### src/rtl/sell_machine_pkg.sv
// Shared types and constants for the $2.50 vending controller.
// Credit is tracked in half-dollar units.
package sell_machine_pkg;

   typedef enum logic [2:0] {
      S0  = 3'd0,
      S05 = 3'd1,
      S10 = 3'd2,
      S15 = 3'd3,
      S20 = 3'd4
   } state_t;

   localparam logic [2:0] HALF   = 3'd1;
   localparam logic [2:0] DOLLAR = 3'd2;
   localparam logic [2:0] PRICE  = 3'd5;

endpackage

### src/rtl/sell_machine_if.sv
// Coin-acceptor strobes in, dispenser/change/cashbox pulses out.
// The master is the front end; the slave is the controller.
interface sell_machine_if;
   import sell_machine_pkg::*;

   logic one_dollar;
   logic half_dollar;
   logic collect;
   logic half_out;
   logic dispense;

   modport master (
      output one_dollar,
      output half_dollar,
      input  collect,
      input  half_out,
      input  dispense
   );

   modport slave (
      input  one_dollar,
      input  half_dollar,
      output collect,
      output half_out,
      output dispense
   );

endinterface

### src/rtl/sell_machine.sv
// Vending controller: accumulates half-dollar credit, dispenses at 5 units,
// and returns one half-dollar when a dollar takes the credit to 6 units.
module sell_machine
   import sell_machine_pkg::*;
(
   input  logic          clk,
   input  logic          reset,
   sell_machine_if.slave bus
);

   state_t     state_reg;
   state_t     state_next;
   logic       collect_reg;
   logic       collect_next;
   logic       half_out_reg;
   logic       half_out_next;
   logic       dispense_reg;
   logic       dispense_next;
   logic [2:0] coin_value;
   logic [2:0] new_credit;

   always_comb begin
      coin_value    = 3'd0;
      state_next    = state_reg;
      collect_next  = 1'b0;
      half_out_next = 1'b0;
      dispense_next = 1'b0;

      // A dollar strobe wins when both strobes arrive together.
      if (bus.one_dollar) begin
         coin_value = DOLLAR;
      end else if (bus.half_dollar) begin
         coin_value = HALF;
      end

      new_credit = state_reg + coin_value;

      if (new_credit < PRICE) begin
         state_next = state_t'(new_credit);
      end else begin
         state_next    = S0;
         collect_next  = 1'b1;
         dispense_next = 1'b1;
         half_out_next = (new_credit > PRICE);
      end
   end

   always_ff @(posedge clk) begin
      if (reset) begin
         state_reg    <= S0;
         collect_reg  <= 1'b0;
         half_out_reg <= 1'b0;
         dispense_reg <= 1'b0;
      end else begin
         state_reg    <= state_next;
         collect_reg  <= collect_next;
         half_out_reg <= half_out_next;
         dispense_reg <= dispense_next;
      end
   end

   assign bus.collect  = collect_reg;
   assign bus.half_out = half_out_reg;
   assign bus.dispense = dispense_reg;

endmodule

### src/flat_wrapper.sv
// flat-port wrapper written by rule: the top's interface ports become plain ports
module sell_machine_flat import sell_machine_pkg::*;
  (clk, reset, bus_one_dollar, bus_half_dollar, bus_collect, bus_half_out, bus_dispense);
  sell_machine_if bus_i ();
  input  logic clk;
  input  logic reset;
  input wire logic [$bits(bus_i.one_dollar)-1:0] bus_one_dollar;
  input wire logic [$bits(bus_i.half_dollar)-1:0] bus_half_dollar;
  output wire logic [$bits(bus_i.collect)-1:0] bus_collect;
  output wire logic [$bits(bus_i.half_out)-1:0] bus_half_out;
  output wire logic [$bits(bus_i.dispense)-1:0] bus_dispense;
  assign bus_i.one_dollar = bus_one_dollar;
  assign bus_i.half_dollar = bus_half_dollar;
  assign bus_collect = bus_i.collect;
  assign bus_half_out = bus_i.half_out;
  assign bus_dispense = bus_i.dispense;
  sell_machine u_core (.clk(clk), .reset(reset), .bus(bus_i));
endmodule
### config.mk
export PLATFORM = sky130hd
export DESIGN_NAME = sell_machine_flat
export DESIGN_NICKNAME = d
export VERILOG_FILES = /design/src/rtl/sell_machine_pkg.sv /design/src/rtl/sell_machine_if.sv /design/src/rtl/sell_machine.sv /design/src/flat_wrapper.sv
export SDC_FILE = /design/constraint.sdc
export NUM_CORES = 1
export LEC_CHECK = 0
export CAP_MARGIN = 30
export CORE_AREA = 2 2 39 41
export DETAILED_ROUTE_END_ITERATION = 16
export DIE_AREA = 0 0 41 43
export PLACE_DENSITY = 0.43
export SLEW_MARGIN = 0
export SYNTH_ARGS = -nofsm -noshare
export SYNTH_HDL_FRONTEND = slang
export SYNTH_SLANG_ARGS = --single-unit
### constraint.sdc
create_clock -name clk -period 1.5 [get_ports clk]
set_clock_uncertainty 0.1 [all_clocks]
set_input_delay 0.15 -clock clk [delete_from_list [all_inputs] [get_ports clk]]
set_output_delay 0.15 -clock clk [all_outputs]
set_load 0.1 [all_outputs]
[Word-level counts from Yosys, hierarchy flattened]
Index checks and enable logic that the tools add are counted.
Word-level totals
  flip-flop bits (word level): 5
  word-level logic and storage cells: 12
Operators by class
  reductions and logical operators: 2
  $add $sub $neg: 1
  mux-type cells: 3
  $lt $le $gt $ge: 2
  bitwise gates (word level): 1
Operators by type and width (number)
  $reduce_or 2->1: 2
  $add 3x3->3: 1
  $gt 3x3->1 const B: 1
  $lt 3x3->1 const B: 1
  $mux 3: 1
  $mux 1: 2
  $not 1->1: 1

[Longest topological paths before layout]
  depth in word-level cells: 6
  depth in mapped cells: 5
  mapped depth without buffers: 5

[Worst setup path after synthesis]
OpenSTA, ideal clock, no wires.
  path type: reg2out
  start: register, netlist name u_core.bus.collect
  end: output bus_dispense
  arrival: 1356 ps
  path slack: -106 ps
  buffers on the path: 1
  required time: 1250 ps
  cell stages (with the launch flop): 2
  path through: dfxtp_1 buf_4
RTL lines
  end, declared: RTL line flat_wrapper.sv:11  | output wire logic [$bits(bus_i.dispense)-1:0] bus_dispense;

[Worst setup path after layout]
  start: register u_core.state_reg[0]
  end: register u_core.state_reg[0]
Between the ends
  word-level cells in the longest chain between the ends: 4
RTL lines
  start, declared: RTL line sell_machine.sv:11  | state_t state_reg;
  start signal, assigned: RTL line sell_machine.sv:55  | state_reg <= state_next;
  $add 3x3->3 *: RTL line sell_machine.sv:36  | new_credit = state_reg + coin_value;
  $lt 3x3->1: RTL line sell_machine.sv:38  | if (new_credit < PRICE) begin
  $not 1->1 (no source line)
  $reduce_or 2->1 (no source line)
Every way passes the cells marked *; elsewhere a longest branch is shown, timed or not.
A chain may end at the register's enable or synchronous reset.

==> metrics.txt <==
number of global-route vias before repair=around 170; top sig layer=met3; Setup crit end kind=register; largest net degree at the start of global routing=6; final setup TNS=0 ps; largest cells by area after synthesis=dfxtp_1 49%, fa_1 9.9%, and3b_1 8.6%; RR Endpoint=u_core.state_reg[0]; design area=368 sq um; max FFs per register=3; Critical Path RT=approximately 1500 ps; Worst path slowest cell=fa_2; number of library cell types mapped by synthesis=11; CTS tree=yes; Routed Antenna Nets=0; Final Max Slew Viols=0; layout cells sized above 1=50.0%; Initial Utilization=~15%; fin crit period=approximately 1400 ps; post-placement setup slack=-381 ps; post-synth top area cell=dfxtp_1; number of setup buffers added after CTS=0; Clock Path Buffers=2; Rows=14; cells on worst reg2reg path=4; clk slew on worst S/H paths=roughly 40 ps; status=completed; Slowest Stage Delay on Critical Path=roughly 380 ps; die height=roughly 43 microns; DR WL/cell=9.02 microns; Post-DP HPWL=273 microns; via-per-instance ratio=~3.7; Setup CP Type=register to register; Setup crit start kind=register; ANT cells=0; met3 wire len=~46 microns; Iter 0 DRT Violations=3; Via Count=155; Worst R2R Setup Slack=100 ps; Avg Inst Size Synth=12.7 sq um; commonest non-fill, non-tap cells in the layout=4 x dfxtp_1, 3 x clkbuf_4, 3 x buf_12, 2 x and3b_1, 2 x dlygate4sd2_1; unrepaired setup endpoints after global routing=no; final wirelength=approximately 380 microns; CP Capture Point=u_core.state_reg[0]; Net Count, Synth=22; I/O pin count=7; Overflow after GRT=0; max frequency=slightly above 700 MHz; placed inst area=approximately 310 sq um; hold slack=436 ps; setup ws final=roughly 100 ps; total global routing track utilization=approximately 6.4%; Worst-Skew Late Latency=roughly 240 ps; area grow syn2layout=81.5%; count of final setup violators=0; Root Driver=clkbuf_4; PD cells=around 1200 nW/um^2; Final nets=33; met2 routed WL=between 150 and 200 microns; CTS sink count=5; Inserted Clock Buffers=3; number of synthesis warnings=0; R2R Path Start=u_core.state_reg[0]; synthesized flop and latch total=5; post-synth top area share=between 40% and 50%; critical path peak fanout=5; die area=approximately 1800 sq um; die span in x=between 40 and 50 microns; Port-buffer cells=6; synthesized area=between 200 and 250 sq um; Crit. Startpoint=u_core.state_reg[0]; htree depth=1; crit path cell chain=ha_2 > fa_2 > xnor2_4 > and3b_1; post-synthesis sequential area ratio=around half; Final period util=around 93%; Tot Pwr=~450 uW; cells after synthesis=16; Peak VDD IR=329 uV; register area=between 100 and 150 sq um; # DRC=0; Pleak=around 0.15 nW; worst slew pin tran=~210 ps; Crit path arrival time=~1400 ps; final hold violation count=0; area of the multi-input gates=125 sq um; global-route wire length before repair=between 600 and 700 microns; Max Cap Viol=0; drt pass-1 iters=2; initial antenna violation count=0; Hold Buf Count CTS=0; most common cell after layout, fill and taps aside=dfxtp_1; WL met1=roughly 160 microns; min-delay worst type=input port to register; Placeable Area=roughly 1400 sq um; Slew headroom=a little under nine tenths; Fillers=about 140; GP Congestion=approximately 0.58
==> power breakdown <==
group / switching [mW] / internal, mW / total, mW
clock network: 0.0523 / 0.100 / 0.153
logic: 0.0772 / 0.0636 / 0.141
registers: 0.0101 / 0.147 / 0.157
total: 0.140 / 0.311 / 0.451
==> critical path, delay by kind of cell, from the launching register on <==
family                     cells  cell delay, ps
xor gates and xnor gates       1             160
DFF                            1             290
and+or+nand+nor                1             190
adders and majority gates      2             540
==> Yosys cell counts <==
cell type	instances
nor4_1	1
nor2b_1	1
and3b_1	2
nor2_1	1
xnor2_2	1
nor3_1	1
ha_1	1
fa_1	1
nor3b_1	1
dfxtp_1	5
buf_4	1
==> worst min-delay path by stage <==
stage                               end  depth (start not counted)                 from  slack [ps]
CTS                 u_core.state_reg[2]                          4      bus_half_dollar         420
global route        u_core.state_reg[2]                          4      bus_half_dollar         430
global placement    u_core.state_reg[2]                          2  u_core.state_reg[0]         460
floorplan            u_core.bus.collect                          1                reset         120
finish              u_core.state_reg[2]                          4      bus_half_dollar         440
detailed placement  u_core.state_reg[2]                          2  u_core.state_reg[0]         480
==> cell families (layout without fill, tap and decap cells) <==
logic type	after synthesis	after routing	share of synthesized area, %
xor+xnor	1	1	8.03
flops	5	5	49.4
fa+ha+maj	2	2	16.0
simple gates	7	7	22.8
buf+inv	1	11	3.71
==> timing repair <==
| item | in CTS | in global routing |
|---|---|---|
| setup endpoints to repair | 5 | 4 |
| resized for setup | 8 | 0 |
| pin swaps | 4 | 2 |
| cloned | 0 | 0 |
==> cell type report <==
class / instances / area share [%]
multi-input combinational: 10 / 34.0
sequential: 5 / 27.6
timing repair buffer: 7 / 25.9
clock buffer: 4 / 7.14
tap: 16 / 5.44
==> per-layer routing <==
metal	vias to the layer above	global-route usage [%]
li1	74	-
met1	74	6.43
met2	7	7.81
met3	0	3.66
met4	0	8.00
met5	-	0
==> stage by stage <==
stage	instances	utilization, %
final	42	26.6
after global routing	42	26.6
after CTS	42	26.6
after detailed placement	38	22.7
after global placement	38	22.7
after floorplan	16	-
No activity file was read; power rests on OpenSTA's default activity.
